$ cat src/rtl/gen_reg32_pkg.sv
// Shared constants for the datapath storage registers.
package gen_reg32_pkg;

    localparam int unsigned WORD_W     = 32;
    localparam int unsigned MAR_ADDR_W = 9;

    localparam logic [WORD_W-1:0] RESET_DEFAULT = WORD_W'(32'h0000_0000);

endpackage : gen_reg32_pkg

$ cat src/rtl/gen_reg32.sv
// Edge-triggered storage register with load enable and asynchronous clear.
// Used for MAR, MDR, PC, IR, HI/LO and the general-purpose register file.
module gen_reg32
    import gen_reg32_pkg::*;
#(
    parameter int                WIDTH       = WORD_W,
    parameter logic [WIDTH-1:0]  RESET_VALUE = WIDTH'(RESET_DEFAULT)
) (
    input  logic             clk,
    input  logic             clr,
    input  logic             enable,
    input  logic [WIDTH-1:0] D,
    output logic [WIDTH-1:0] Q
);

    logic [WIDTH-1:0] q_q;
    logic [WIDTH-1:0] q_d;

    always_comb begin
        q_d = q_q;
        if (enable) begin
            q_d = D;
        end
    end

    // Clear has priority over load and acts without a clock edge.
    always_ff @(posedge clk or posedge clr) begin
        if (clr) begin
            q_q <= RESET_VALUE;
        end else begin
            q_q <= q_d;
        end
    end

    assign Q = q_q;

`ifndef SYNTHESIS
    if (WIDTH < 1) begin : g_width_check
        $error("gen_reg32: WIDTH must be at least 1");
    end

    a_clr_holds_reset : assert property (@(posedge clk) clr |-> (Q == RESET_VALUE));

    // A clr pulse between edges may legitimately move Q during a hold.
    a_hold_stable : assert property (@(posedge clk) disable iff (clr)
        !enable |=> ($stable(Q) || (Q == RESET_VALUE)));
`endif

endmodule : gen_reg32

$ cat config.mk
export PLATFORM = sky130hd
export DESIGN_NAME = gen_reg32
export DESIGN_NICKNAME = d
export VERILOG_FILES = /design/src/rtl/gen_reg32_pkg.sv /design/src/rtl/gen_reg32.sv
export SDC_FILE = /design/constraint.sdc
export NUM_CORES = 1
export LEC_CHECK = 0
export BUFFER_PORTS_ARGS = -buffer_cell sky130_fd_sc_hd__buf_4
export CORE_MARGIN = 2
export CORE_UTILIZATION = 40
export CTS_CLUSTER_DIAMETER = 150
export CTS_CLUSTER_SIZE = 40
export DETAILED_ROUTE_END_ITERATION = 8
export GPL_TIMING_DRIVEN = 0
export PLACE_DENSITY_LB_ADDON = 0.2
export SLEW_MARGIN = 10
export SYNTH_ARGS = -nofsm -noshare
export SYNTH_HDL_FRONTEND = slang
export SYNTH_SLANG_ARGS = --single-unit
$ cat constraint.sdc
create_clock -name clk -period 0.8 [get_ports clk]
set_input_delay 0.16 -clock clk [delete_from_list [all_inputs] [get_ports clk]]
set_output_delay 0.16 -clock clk [all_outputs]
set_load 0.02 [all_outputs]
==> flow_metrics.tcl, run 1 <==
set metrics [dict create \
    grt_usage_pct 14.4 \
    synth_seq_cells 32 \
    finalHoldViolCount 32 \
    clock_skew_ps 0 \
    drt.antenna.violating_nets 0 \
    cts-root-buf "sky130_fd_sc_hd__clkbuf_4" \
    diodes 0 \
    yosysWarnings 0 \
    fp-row-count 21 \
    startpoint_type "register" \
    viasPerCell 4.42 \
    slowest_delay_ps 430 \
    cp_data_required_time_ps 640 \
    min_delay_path_class "input pin to async pin" \
    synthesis.instances 69 \
    finalWirelength_mm 2.69 \
    postSynthAreaPerCell_um2 19.5 \
    vdd_ir_drop_max_v 0.000973 \
    crit_path_from "Q[24]$_DFFE_PP0P_" \
    largest_register_ffs 32 \
    setup_viol 46 \
    maxCapViolCount 0 \
    global_route_congestion_overflow_total 0 \
    grt_setup_unrepaired "yes" \
    final_period_minus_worst_setup_slack_ps 1040 \
    crit_chain "buf_6" \
    crit_path_category "register to primary output" \
    drive_gt1_share_pct 100 \
    area_delta_synth_final_pct 67.3 \
    clk_pin_slew_ps 90 \
    dieHeight_um 62.1 \
    n_fill_cell 236 \
    end_kind "primary output" \
    placeableCoreArea_mm2 0.00328 \
    cts_sinks 32 \
    final_min_period_over_clock_period_pct 130 \
    maxClockFrequency_mhz 964 \
    route.detailed.drc 0 \
    slowest_stage_cell_crit_path "sky130_fd_sc_hd__dfrtp_2" \
    total_leakage_power_nw 1.09 \
    worst_pin_slew_ps 660 \
    cpLargestDelayFamily "flip-flops" \
    num_vias 879 \
    effective_utilization_at_floorplan_pct 41.1 \
    post-dp-hpwl_mm 1.84 \
    cts_tree "built" \
    htree_num_levels 2 \
    number_of_buffers_and_inverters_on_the_critical_path 1 \
    finalNetCount 188 \
    antenna_found_initial 0 \
    sequential_cell_area_um2 841 \
    final_cell_mix "sky130_fd_sc_hd__buf_6, sky130_fd_sc_hd__buf_4, sky130_fd_sc_hd__dfrtp_2" \
    die_area_mm2 0.00385 \
    detail_route.iter0.violations 23 \
    slew_headroom_pct 55.9 \
    report.final.slew_viol_count 0 \
    synth.yosys.seq_area_share_pct 59.4 \
    buffer_ports.inserted 65 \
    timing.hold.ws_ps -65.6 \
    cp_data_arrival_time_ps 880 \
    maximum_number_of_pins_on_one_net_before_global_route_repair 33 \
    multi_input_area_um2 473 \
    grt_pass1_vias 901 \
    globalplace.congestion 0.598 \
    design.portCount 67 \
    finalPower_w 0.00412 \
    path_max_fanout 2 \
    timing.final.ws_setup_ps -237 \
    drt-pass1-iter-count 2 \
    clk-insertion-delay-late_ps 310 \
    avg_wl_per_cell_um 13.5 \
    timing.rr.start "Q[15]$_DFFE_PP0P_" \
    die_w_um 62.1 \
    pwr_density_cell_mw_per_mm2 1830 \
    synth_area_mm2 0.00135 \
    syn_nets 104 \
    netlist_cell_types 6 \
    violations "hold timing, setup timing" \
    numCtsBuffers 5 \
    final_common_cell "sky130_fd_sc_hd__buf_6" \
    clk_path_buf_depth 2 \
    grt_first_pass_wirelength_mm 3.89 \
    outcome "finished with violations" \
]
-- cell usage after synthesis (all sizes together) --
master	n	area share, %
dfrtp	32	59
inv	1	0.28
buf	4	5.3
mux2	32	35
-- area by class of cell --
type / instances / area share (%)
inverters: 1 / 0.333
repair buffers: 77 / 32.4
well taps: 46 / 2.55
multi-input cells: 32 / 21.0
clock buffers: 7 / 2.88
plain buffers: 4 / 3.55
flip-flops and latches: 32 / 37.3
-- logic make-up (layout without fill, tap and decap cells) --
kind of cell	Yosys count	count (layout)	synth area share, %
flops	32	32	59.4
buf+inv	5	89	5.57
mux	32	32	35.1
-- stage by stage --
stage | worst slack (ps) | utilization (%) | TNS (ps) | std cells | area [µm²]
finish | -237 | 68.7 | -8240 | 199 | 2260
detailed placement | -51.7 | 59.3 | -1320 | 180 | 1950
global route | -280 | 68.7 | -10160 | 199 | 2260
CTS | -248 | 68.0 | -8850 | 198 | 2230
global placement | -42.8 | 59.3 | -1150 | 180 | 1950
floorplan | -22.2 | - | -694 | 69 | 1400
-- power breakdown --
part | leakage [nW] | switching (W) | internal, W | total (W)
combinational | 0.713 | 0.000439 | 0.000771 | 0.00121
clock | 0.0374 | 0.000475 | 0.000498 | 0.000973
sequential | 0.342 | 0.000128 | 0.00181 | 0.00194
-- final timing paths --
check / to / slack (ps) / cells after the start
setup / recovery: Q[24] / -240 / 1
hold / removal: Q[4]$_DFFE_PP0P_ / -70 / 2
setup reg to reg: Q[15]$_DFFE_PP0P_ / -120 / 2
hold reg to reg: Q[12]$_DFFE_PP0P_ / 530 / 1
max in group asynchronous: Q[8]$_DFFE_PP0P_ / 460 / 2
min in group clk: Q[28]$_DFFE_PP0P_ / 70 / 2
-- timing repair --
item                                    4_1_cts  5_1_grt
endpoints found under the hold margin        32       32
gates resized for setup                      37        5
pin swaps                                     0        0
gates cloned                                  0        0
setup buffers                                11        2
endpoints found under the setup margin       32       57
-- metal layers --
metal | share of wire [%] | track usage (%) | vias up
met5 | 0 | 0 | -
met4 | 1.4 | 7.29 | 0
met3 | 7.7 | 5.18 | 5
met2 | 52 | 24.3 | 36
met1 | 39 | 16.0 | 433
li1 | - | - | 405
(Power assumes the default switching activity.)
==> run 2, diff against run 1 <==
--- a/config.mk
+++ b/config.mk
@@ -6,13 +6,13 @@
 export NUM_CORES = 1
 export LEC_CHECK = 0
 export BUFFER_PORTS_ARGS = -buffer_cell sky130_fd_sc_hd__buf_4
-export CORE_MARGIN = 2
+export CORE_MARGIN = 8
 export CORE_UTILIZATION = 40
 export CTS_CLUSTER_DIAMETER = 150
 export CTS_CLUSTER_SIZE = 40
 export DETAILED_ROUTE_END_ITERATION = 8
 export GPL_TIMING_DRIVEN = 0
-export PLACE_DENSITY_LB_ADDON = 0.2
+export PLACE_DENSITY_LB_ADDON = 0.25
 export SLEW_MARGIN = 10
 export SYNTH_ARGS = -nofsm -noshare
 export SYNTH_HDL_FRONTEND = slang
==> run 2 against run 1 <==
  * The flow still finishes with violations (hold timing, setup timing)
  * Via count down 1.4%
  * Clock power down 15%
  * Maximum frequency down 0.57%
  * Final area down 2.2%
  * Worst setup slack worse by 6.0 ps
  * Combinational power about the same
  * Global-route usage down 2.5 points
  * Register-to-register slack about the same
  * Critical path depth unchanged
  * Routed wire length up 19%
  * Critical path type unchanged
==> flow_metrics.tcl, run 2 (synthesized netlist as in run 1, its figures left out) <==
set metrics [dict create \
    outcome "finished with violations" \
    violations "hold timing, setup timing" \
    grt_pass1_vias 994 \
    fp-row-count 21 \
    n_fill_cell 258 \
    crit_cells 1 \
    htree_num_levels 2 \
    fin_tns_setup_ps -8410 \
    effective_utilization_at_floorplan_pct 41.1 \
    avg_wl_per_cell_um 16.4 \
    global_route_congestion_overflow_total 0 \
    slowest_stage_cell_crit_path "sky130_fd_sc_hd__dfrtp_2" \
    setup_viol 45 \
    crit_path_end "Q[20]" \
    crit_path_category "register to primary output" \
    grt_setup_unrepaired "yes" \
    largest_register_ffs 32 \
    clk-insertion-delay-late_ps 320 \
    power.share.clock_pct 20.9 \
    maxCapViolCount 0 \
    startpoint_type "register" \
    cp_data_arrival_time_ps 880 \
    placeableCoreArea_mm2 0.00328 \
    finalHoldViolCount 32 \
    maxClockFrequency_mhz 959 \
    viasPerCell 4.42 \
    grt_usage_pct 12.0 \
    detail_route.iter0.violations 38 \
    cts_sinks 32 \
    finalNetCount 185 \
    drt.antenna.violating_nets 0 \
    vdd_ir_drop_max_v 0.00105 \
    reg2reg_setup_slack_ps -120 \
    num_vias 867 \
    finalWirelength_mm 3.21 \
    grt_first_pass_wirelength_mm 4.93 \
    diodes 0 \
    slew_headroom_pct 54.5 \
    path_max_fanout 2 \
    maximum_number_of_pins_on_one_net_before_global_route_repair 33 \
    timing.hold.ws_ps -70.6 \
    die_w_um 74.1 \
    switching_share_pct 27.2 \
    finish.utilization_pct 67.2 \
    globalplace.congestion 0.659 \
    crit_chain "buf_6" \
    route.detailed.drc 0 \
    dieHeight_um 74.1 \
    p_seq_share_pct 49.0 \
    timing.final.ws_setup_ps -243 \
    cts-root-buf "sky130_fd_sc_hd__clkbuf_4" \
    rr_endpoint "Q[28]$_DFFE_PP0P_" \
    crit_path_from "Q[20]$_DFFE_PP0P_" \
    rr_worst_depth 2 \
    design.portCount 67 \
    clk_pin_slew_ps 90 \
    area_delta_synth_final_pct 63.6 \
    buffer_ports.inserted 65 \
    antenna_found_initial 0 \
    post-dp-hpwl_mm 2.26 \
    die_area_mm2 0.00549 \
    report.final.slew_viol_count 0 \
    final_common_cell "sky130_fd_sc_hd__buf_6" \
    number_of_buffers_and_inverters_on_the_critical_path 1 \
    p_switching_w 0.00108 \
    total_leakage_power_nw 1.07 \
    final_cell_mix "sky130_fd_sc_hd__buf_6, sky130_fd_sc_hd__buf_4, sky130_fd_sc_hd__dfrtp_2" \
    drt-pass1-iter-count 2 \
    final_min_period_over_clock_period_pct 130 \
    pwr_density_cell_mw_per_mm2 1790 \
    slowest_delay_ps 430 \
    drive_gt1_share_pct 99.3 \
    clock_skew_ps 0 \
    worst_pin_slew_ps 682 \
    cp_data_required_time_ps 640 \
    internal_power_w 0.00288 \
    power.combinational.fraction_pct 30.1 \
    numCtsBuffers 5 \
    cpLargestDelayFamily "flip-flops" \
    timing.rr.start "Q[28]$_DFFE_PP0P_" \
    clk_path_buf_depth 2 \
    cts_tree "built" \
    min_delay_path_class "input pin to async pin" \
    end_kind "primary output" \
    final_period_minus_worst_setup_slack_ps 1040 \
]
==> run 2: cell count changes in the layout (fill, tap and decap cells not counted) <==
cell / change
sky130_fd_sc_hd__clkbuf_8: -2
sky130_fd_sc_hd__clkbuf_1: +1
sky130_fd_sc_hd__mux2_4: +1
sky130_fd_sc_hd__buf_6: -3
sky130_fd_sc_hd__mux2_2: -1
sky130_fd_sc_hd__clkinv_2: +1
==> run 2: through the flow <==
step                      cells  hold slack [ps]  setup WS (ps)  instance area (µm²)  power, W
after floorplan              69             88.4          -22.2                 1400   0.00249
after detailed placement    180              302          -54.0                 1950   0.00294
final                       196            -70.6           -243                 2210   0.00396
after global routing        196            -40.3           -284                 2210   0.00415
after global placement      180              296          -41.0                 1950   0.00292
after CTS                   194            -55.9           -255                 2180   0.00397
==> run 2: final cells by class <==
type / count / area, µm² / share of cell area [%]
Sequential cell: 32 / 841 / 38.1
Timing Repair Buffer: 74 / 698 / 31.6
Multi-Input combinational cell: 32 / 477 / 21.6
Buffer: 4 / 80.1 / 3.63
Tap cell: 46 / 57.6 / 2.61
Clock buffer: 6 / 41.3 / 1.87
Inverter: 1 / 7.51 / 0.340
Clock inverter: 1 / 5.00 / 0.227
==> run 2: timing repair <==
| action | in CTS | in global routing |
|---|---|---|
| cloned | 0 | 0 |
| endpoints found under the setup margin | 33 | 63 |
| hold endpoints to repair | 32 | 32 |
| resized for setup | 35 | 6 |
| buffers inserted | 7 | 4 |
==> run 2: worst min-delay path by stage <==
stage | from | endpoint | slack, ps | cells past startpoint
final | clr | Q[15]$_DFFE_PP0P_ | -70 | 2
after global routing | clr | Q[16]$_DFFE_PP0P_ | -40 | 2
after CTS | clr | Q[7]$_DFFE_PP0P_ | -60 | 2
after detailed placement | clr | Q[16]$_DFFE_PP0P_ | 300 | 2
after global placement | clr | Q[15]$_DFFE_PP0P_ | 300 | 2
after floorplan | clr | Q[0]$_DFFE_PP0P_ | 90 | 1
==> run 2: power by group through the flow <==
stage / clock network, W / logic, W / registers [W]
floorplan: 0 / 0.000361 / 0.00213
global placement: 0 / 0.00100 / 0.00192
detailed placement: 0 / 0.00101 / 0.00193
CTS: 0.000854 / 0.00118 / 0.00193
global route: 0.000927 / 0.00125 / 0.00197
finish: 0.000826 / 0.00119 / 0.00194
==> run 2: worst register-to-register path, stage by stage (launching register included) <==
cell and delay [ps]:
sky130_fd_sc_hd__dfrtp_2 430, sky130_fd_sc_hd__buf_4 130, sky130_fd_sc_hd__mux2_4 250
==> run 2: layer usage <==
metal | GRT usage (%) | wire length (µm) | up-vias
li1 | - | - | 396
met1 | 13.9 | 1280 | 427
met2 | 18.5 | 1590 | 42
met3 | 6.20 | 318 | 2
met4 | 3.99 | 14 | 0
met5 | 0 | 0 | -
